===== config.mk =====
export PLATFORM = sky130hd
export DESIGN_NAME = conv_maxpool2x2
export DESIGN_NICKNAME = d
export VERILOG_FILES = /design/src/rtl/conv_pkg.sv /design/src/rtl/pool_line_buf.sv /design/src/rtl/conv_maxpool2x2.sv
export SDC_FILE = /design/constraint.sdc
export NUM_CORES = 2
export LEC_CHECK = 0
export CORE_ASPECT_RATIO = 0.8
export CORE_MARGIN = 5
export CORE_UTILIZATION = 35
export DETAILED_ROUTE_END_ITERATION = 7
export GPL_ROUTABILITY_DRIVEN = 0
export SYNTH_ARGS = -nofsm -noshare
export SYNTH_HDL_FRONTEND = slang
export SYNTH_SLANG_ARGS = --single-unit

===== constraint.sdc =====
create_clock -name clock -period 9.8 [get_ports clock]
set_clock_uncertainty 0.15 [all_clocks]
set_input_delay 0.98 -clock clock [delete_from_list [all_inputs] [get_ports clock]]
set_output_delay 0.98 -clock clock [all_outputs]
set_load 0.05 [all_outputs]

===== src/rtl/conv_pkg.sv =====
// conv_pkg: shared types and helpers for the conv2 / max-pool datapath.
//   WIDTH_BIT    : default signed pixel width shared with conv2
//   pix_t        : signed pixel type
//   pool_state_t : row-phase FSM states of the 2x2 pooling stage
//   smax()       : signed maximum of two pixels
package conv_pkg;

    localparam int WIDTH_BIT = 16;

    typedef logic signed [WIDTH_BIT-1:0] pix_t;

    typedef enum logic [1:0] {
        EVEN_ROW = 2'd0,
        ODD_ROW  = 2'd1,
        DROP_ROW = 2'd2
    } pool_state_t;

    function automatic pix_t smax(input pix_t a, input pix_t b);
        return (a > b) ? a : b;
    endfunction

endpackage


===== src/rtl/pool_line_buf.sv =====
// pool_line_buf: half-width line buffer for the 2x2 pooling stage.
// Holds one horizontal pair-max per pooled column of the even row so the
// following odd row can finish each 2x2 window.
// Ports:
//   clock : rising-edge clock
//   we    : write enable
//   waddr : write address (input col >> 1)
//   wdata : signed pair-max to store
//   raddr : asynchronous read address (input col >> 1)
//   rdata : signed stored pair-max
// Contents are not reset: every entry is written on the even row before
// the odd row reads it.
module pool_line_buf #(
    parameter int DEPTH = 127,
    parameter int AW    = 7,
    parameter int WIDTH = 16
) (
    input  logic                    clock,
    input  logic                    we,
    input  logic [AW-1:0]           waddr,
    input  logic signed [WIDTH-1:0] wdata,
    input  logic [AW-1:0]           raddr,
    output logic signed [WIDTH-1:0] rdata
);

    logic signed [WIDTH-1:0] mem_q [DEPTH];
    logic signed [WIDTH-1:0] mem_d [DEPTH];

    always_comb begin
        mem_d = mem_q;
        if (we) begin
            mem_d[waddr] = wdata;
        end
    end

    always_ff @(posedge clock) begin
        mem_q <= mem_d;
    end

    assign rdata = mem_q[raddr];

endmodule


===== src/rtl/conv_maxpool2x2.sv =====
// conv_maxpool2x2: streaming 2x2 stride-2 max-pool stage behind conv2.
// Input is an IN_H x IN_W raster of signed pixels; output is the
// floor(IN_H/2) x floor(IN_W/2) pooled raster.
// Ports:
//   clock, reset : clock and synchronous active-high reset
//   in_valid / in_ready / in_data       : input pixel stream
//   out_valid / out_ready / out_data    : pooled pixel stream
//   out_last   : marks the final pooled pixel of a frame
//   frame_done : one-cycle pulse after the final pooled pixel transfers
// Handshake: a beat moves when valid && ready on the rising edge; a source
// holds data stable while valid is high and ready is low.
// Build option: define CONV_MAXPOOL_RELU_EN to clamp negative pooled
// results to zero before the output register.
module conv_maxpool2x2 #(
    parameter int IN_W      = 254,
    parameter int IN_H      = 254,
    parameter int WIDTH_BIT = 16
) (
    input  logic                        clock,
    input  logic                        reset,
    input  logic                        in_valid,
    output logic                        in_ready,
    input  logic signed [WIDTH_BIT-1:0] in_data,
    output logic                        out_valid,
    input  logic                        out_ready,
    output logic signed [WIDTH_BIT-1:0] out_data,
    output logic                        out_last,
    output logic                        frame_done
);

    import conv_pkg::*;

    localparam int CW    = $clog2(IN_W);
    localparam int RW    = $clog2(IN_H);
    localparam int DEPTH = IN_W / 2;
    localparam int AW    = (DEPTH > 1) ? $clog2(DEPTH) : 1;
    localparam bit ODD_W = (IN_W % 2) == 1;
    localparam bit ODD_H = (IN_H % 2) == 1;

    localparam logic [CW-1:0] COL_END  = CW'(IN_W - 1);
    localparam logic [RW-1:0] ROW_END  = RW'(IN_H - 1);
    // Bottom-right input pixel of the last complete 2x2 window.
    localparam logic [CW-1:0] LAST_COL = CW'((IN_W / 2) * 2 - 1);
    localparam logic [RW-1:0] LAST_ROW = RW'((IN_H / 2) * 2 - 1);

    pool_state_t state_q, state_d;
    logic [CW-1:0] col_q, col_d;
    logic [RW-1:0] row_q, row_d;
    pix_t          hreg_q, hreg_d;
    pix_t          out_data_q, out_data_d;
    logic          out_valid_q, out_valid_d;
    logic          out_last_q, out_last_d;
    logic          frame_done_q, frame_done_d;

    pix_t          pix_in;
    pix_t          pair_max;
    pix_t          pool_max;
    pix_t          result;
    pix_t          lb_rdata;
    logic [AW-1:0] lb_addr;
    logic          lb_we;
    logic          accept;
    logic          xfer;
    logic          end_of_row;
    logic          odd_col;
    logic          trailing_col;
    logic          new_result;
    logic          new_last;

    assign pix_in       = in_data;
    assign in_ready     = !out_valid_q || out_ready;
    assign accept       = in_valid && in_ready;
    assign xfer         = out_valid_q && out_ready;
    assign end_of_row   = (col_q == COL_END);
    assign odd_col      = col_q[0];
    // With odd IN_W the last pixel of a row (even col) has no partner.
    assign trailing_col = ODD_W && end_of_row;
    assign lb_addr      = AW'(col_q >> 1);
    assign pair_max     = smax(hreg_q, pix_in);
    assign pool_max     = smax(lb_rdata, pair_max);

    always_comb begin
        result = pool_max;
`ifdef CONV_MAXPOOL_RELU_EN
        if (pool_max < 0) begin
            result = '0;
        end
`endif
    end

    pool_line_buf #(
        .DEPTH (DEPTH),
        .AW    (AW),
        .WIDTH (WIDTH_BIT)
    ) u_line_buf (
        .clock (clock),
        .we    (lb_we),
        .waddr (lb_addr),
        .wdata (pair_max),
        .raddr (lb_addr),
        .rdata (lb_rdata)
    );

    // Position counters and row-phase FSM; everything advances on accept.
    always_comb begin
        state_d    = state_q;
        col_d      = col_q;
        row_d      = row_q;
        hreg_d     = hreg_q;
        lb_we      = 1'b0;
        new_result = 1'b0;
        new_last   = 1'b0;
        if (accept) begin
            if (end_of_row) begin
                col_d = '0;
                row_d = (row_q == ROW_END) ? '0 : row_q + 1'b1;
            end else begin
                col_d = col_q + 1'b1;
            end
            case (state_q)
                EVEN_ROW: begin
                    if (odd_col) begin
                        lb_we = 1'b1;
                    end else if (!trailing_col) begin
                        hreg_d = pix_in;
                    end
                    if (end_of_row) begin
                        state_d = ODD_ROW;
                    end
                end
                ODD_ROW: begin
                    if (odd_col) begin
                        new_result = 1'b1;
                        new_last   = (row_q == LAST_ROW) && (col_q == LAST_COL);
                    end else if (!trailing_col) begin
                        hreg_d = pix_in;
                    end
                    if (end_of_row) begin
                        // Odd IN_H leaves an unpaired last row to discard.
                        state_d = (ODD_H && row_d == ROW_END) ? DROP_ROW : EVEN_ROW;
                    end
                end
                DROP_ROW: begin
                    if (end_of_row) begin
                        state_d = EVEN_ROW;
                    end
                end
                default: state_d = EVEN_ROW;
            endcase
        end
    end

    // Output register: a new result may load in the same cycle the old one
    // transfers, since in_ready already accounts for out_ready.
    always_comb begin
        out_valid_d  = out_valid_q && !out_ready;
        out_data_d   = out_data_q;
        out_last_d   = xfer ? 1'b0 : out_last_q;
        frame_done_d = xfer && out_last_q;
        if (new_result) begin
            out_valid_d = 1'b1;
            out_data_d  = result;
            out_last_d  = new_last;
        end
    end

    always_ff @(posedge clock) begin
        if (reset) begin
            state_q      <= EVEN_ROW;
            col_q        <= '0;
            row_q        <= '0;
            hreg_q       <= '0;
            out_data_q   <= '0;
            out_valid_q  <= 1'b0;
            out_last_q   <= 1'b0;
            frame_done_q <= 1'b0;
        end else begin
            state_q      <= state_d;
            col_q        <= col_d;
            row_q        <= row_d;
            hreg_q       <= hreg_d;
            out_data_q   <= out_data_d;
            out_valid_q  <= out_valid_d;
            out_last_q   <= out_last_d;
            frame_done_q <= frame_done_d;
        end
    end

    assign out_valid  = out_valid_q;
    assign out_data   = out_data_q;
    assign out_last   = out_last_q;
    assign frame_done = frame_done_q;

endmodule


==> reports/metrics.csv <==
stage,metric,value,unit
routing,routed_wl,265,mm
finish,multi_input_area,18000,um2
power,ir_worst_vdd,133,uV
die,rows,159,
power,p_clk_share,39.2,%
power,finalPower,18.1,mW
die,ios,40,
finish,syn2layout_area_growth,12.5,%
global_routing,antenna_found_initial,7,
clocking,cts_root_buf,clkbuf_16,
worst_setup_path,crit_fanout,57,
global_routing,grt-ovfl-total,0,
min_path,min_to,hreg_q[3],
outcome,status,"complete, but fails checks",
clocking,numClockSinks,2084,
global_routing,grt_pass1_wl,369,mm
yosys,synth.area.mux_share,7.71,%
timing,holdWs,0.327,ns
yosys,synth_simple_gate_area_share,3.53,%
routing,drtIter0Drc,7396,
yosys,synth-seq-cells,2084,
worst_setup_path,cp_data_required_time,10.43,ns
die,start_util,35.1,%
timing,maxSlewHeadroom,-9.72,%
yosys,synth.yosys.warnings,0,
yosys,synth_top_area_cell,edfxtp_1,
power,p_per_area,196,nW/um2
yosys,synth_nets,4807,
timing,slew_viol_final,1,
finish,fill_cells,21200,
finish,drive_above_1_share,17.1,%
routing,firstDrtPassIters,6,
placement,dp_hpwl,152,mm
clocking,clock_path_buffers,4,
yosys,synth_area_leaders,"edfxtp_1, mux2_2, a221oi_1, mux4_2, mux2i_1",
yosys,synthAdderAreaFrac,0.549,%
global_routing,grt_pass1_vias,46800,
outcome,failed_checks,slew limit,
clocking,ctsHoldBuffers,0,
yosys,yosysTopAreaCellShare,74.4,%
min_path,whs_path_depth,2,
yosys,synth_edf_count,2032,
yosys,synth_compound_area_share,9.87,%
power,intPower,14.0,mW
min_path,hold_path.class,reg2reg,
clocking,htree_levels,4,
routing,drc,0,
worst_setup_path,arrival,7.42,ns
die,die_y,443,um
placement,postPlaceCellArea,86600,um2
clocking,insertion_delay,0.84,ns
yosys,synth_top_family_by_area,compound AO/OA/AOI/OAI gates,
yosys,async_flop_share,0,%
finish,num-nets-final,4957,
routing,vias,49100,
die,dieArea,244000,um2
clocking,cts_made_buffers,192,
timing,finalHoldViolations,0,
yosys,synth_cell_types,87,
timing,tns,0,ns
min_path,hold_start,hreg_q[3],
global_routing,grt_usage,21.0,%
yosys,synth_cells,4751,
yosys,synthXorXnorAreaFrac,0.107,%
worst_setup_path,startpoint_type,flip-flop,
placement,dp_slack,3.12,ns
finish,regArea,62100,um2
yosys,synthFlopType,edfxtp_1,
worst_setup_path,worst-r2r-cell-count,17,
worst_setup_path,end_kind,flip-flop,
yosys,seq_area_frac_synth,75.7,%
finish,final_util,39.5,%
routing,viasPerCell,6.00,
global_routing,grt_max_degree,105,
placement,io_buffers,39,
placement,dp.cells,7845,
worst_setup_path,path_class,reg2reg,
worst_setup_path,rr_endpoint,out_data[8],
yosys,synth_area_per_cell,17.3,um2
finish,stdcell_area,92300,um2
clocking,clk_pin_slew_worst_paths,0.07,ns
power,combPwrFrac,5.4,%
die,core_area,234000,um2
timing,tightest_slew,1.65,ns
timing,setup_viol,0,
flow_run,maxCapViolations,0,
clocking,postCtsSetupBuffers,0,
timing,fin_ws,3.02,ns
yosys,synth_area,82000,um2
routing,wl_per_cell,32.3,um
power,p_leak,28.4,nW
die,die_width,551,um
power,power_switching_share,22.5,%
clocking,cts_tree,done,
timing,period_share,69.2,%
clocking,cts_resized,0,
worst_setup_path,cp-startpoint,col_q[1],
routing,ant_nets,0,
finish,fin_cells,8189,
worst_setup_path,r2r_slack,3.02,ns
timing,fin_crit,6.78,ns
power,p_seq_share,55.4,%
timing,rsz0062_at_grt,false,
timing,fmax,147,MHz
worst_setup_path,r2r-start,col_q[1],
power,p_sw,4.06,mW
-- power groups by stage --
| stage | registers [mW] | clock network, mW | logic (mW) |
|---|---|---|---|
| 5_1_grt | 10.0 | 7.54 | 1.01 |
| 2_1_floorplan | 10.2 | 0 | 0.491 |
| 4_1_cts | 10.0 | 7.14 | 0.963 |
| 3_3_place_gp | 10.2 | 0 | 0.939 |
| 3_5_place_dp | 10.2 | 0 | 0.960 |
| 6_report | 10.0 | 7.08 | 0.977 |
-- area by class of cell --
| class | instances | area share, % |
|---|---|---|
| Sequential cell | 2084 | 67.2 |
| Multi-Input combinational cell | 2298 | 19.5 |
| Clock buffer | 251 | 5.57 |
| Tap cell | 3139 | 4.25 |
| Timing Repair Buffer | 283 | 2.61 |
| Clock inverter | 85 | 0.626 |
| Inverter | 42 | 0.195 |
| Antenna cell | 7 | 0.0190 |
-- cell families after synthesis --
group / after synthesis
buffers and inverters: 369
xor gates and xnor gates: 10
muxes: 495
and+or+nand+nor: 653
DFF: 2084
AOI/OAI and AO/OA: 1104
adders and majority gates: 36
-- Yosys cell counts (18+ instances only) --
master and n:
edfxtp_1 2032, nor2_1 282, mux2_2 233, a21oi_1 227
a221oi_1 225, nand2_1 207, mux2i_1 175, buf_2 130
o21ai_0 122, a22oi_1 109, mux4_2 86, clkbuf_1 81
a22o_1 64, o211ai_1 64, buf_4 61, a221o_1 52
dfxtp_1 52, inv_1 40, nand3_1 39, buf_6 37
ha_1 36, a211oi_1 29, a31oi_1 27, o2bb2ai_1 26
o221ai_1 23, o22ai_1 22, a222oi_1 18, and3_1 18
-- routing by layer --
metal / share of wire, % / vias to the layer above / track usage, %
met2: 43 / 3120 / 30.3
met4: 3.2 / 4 / 6.29
met1: 41 / 25900 / 30.4
met3: 13 / 479 / 6.31
li1: - / 19600 / -
met5: 0.030 / - / 0.237
-- flip-flops by register name, indices dropped and copies added (netlist names) --
name	flops
col_q	8
state_q	1
frame_done	1
row_q	8
hreg_q	16
u_line_buf.mem_q	2032
out_last	1
out_data	16
out_valid	1
-- cells in the final DEF (no fill, tap or decap), types with 86 or more instances in the layout --
cell	Yosys	final
mux4_2	86	86
nand2_1	207	206
a221oi_1	225	225
edfxtp_1	2032	2032
mux2i_1	175	175
buf_4	61	228
a22oi_1	109	109
mux2_2	233	223
a21oi_1	227	227
nor2_1	282	274
clkbuf_16	0	195
o21ai_0	122	122
-- worst max path at each step --
stage                             end  slack (ns)  cells past startpoint
after floorplan           out_data[8]        3.89                     18
after global placement    out_data[7]        3.15                     19
after detailed placement  out_data[8]        3.12                     19
after CTS                 out_data[8]        3.26                     15
after global routing      out_data[8]        2.95                     17
final                     out_data[8]        3.02                     17
-- worst max-delay path, cell delays in order, from the launching register on --
cell and delay, ns:
dfxtp_4 0.71, buf_4 0.65, nor2b_4 0.43, buf_12 0.44, a22o_1 0.22, a222oi_1 0.07, o2111ai_1 0.20, and3_1 0.39
o21ai_0 0.45, nor4_1 0.75, ha_1 0.23, nand3_1 0.09, or4_1 0.55, nand2_1 0.10, mux2i_1 0.15, nor3_1 0.69
a32o_1 0.22, a21o_1 0.09
Power figures use the tool's default switching activity.
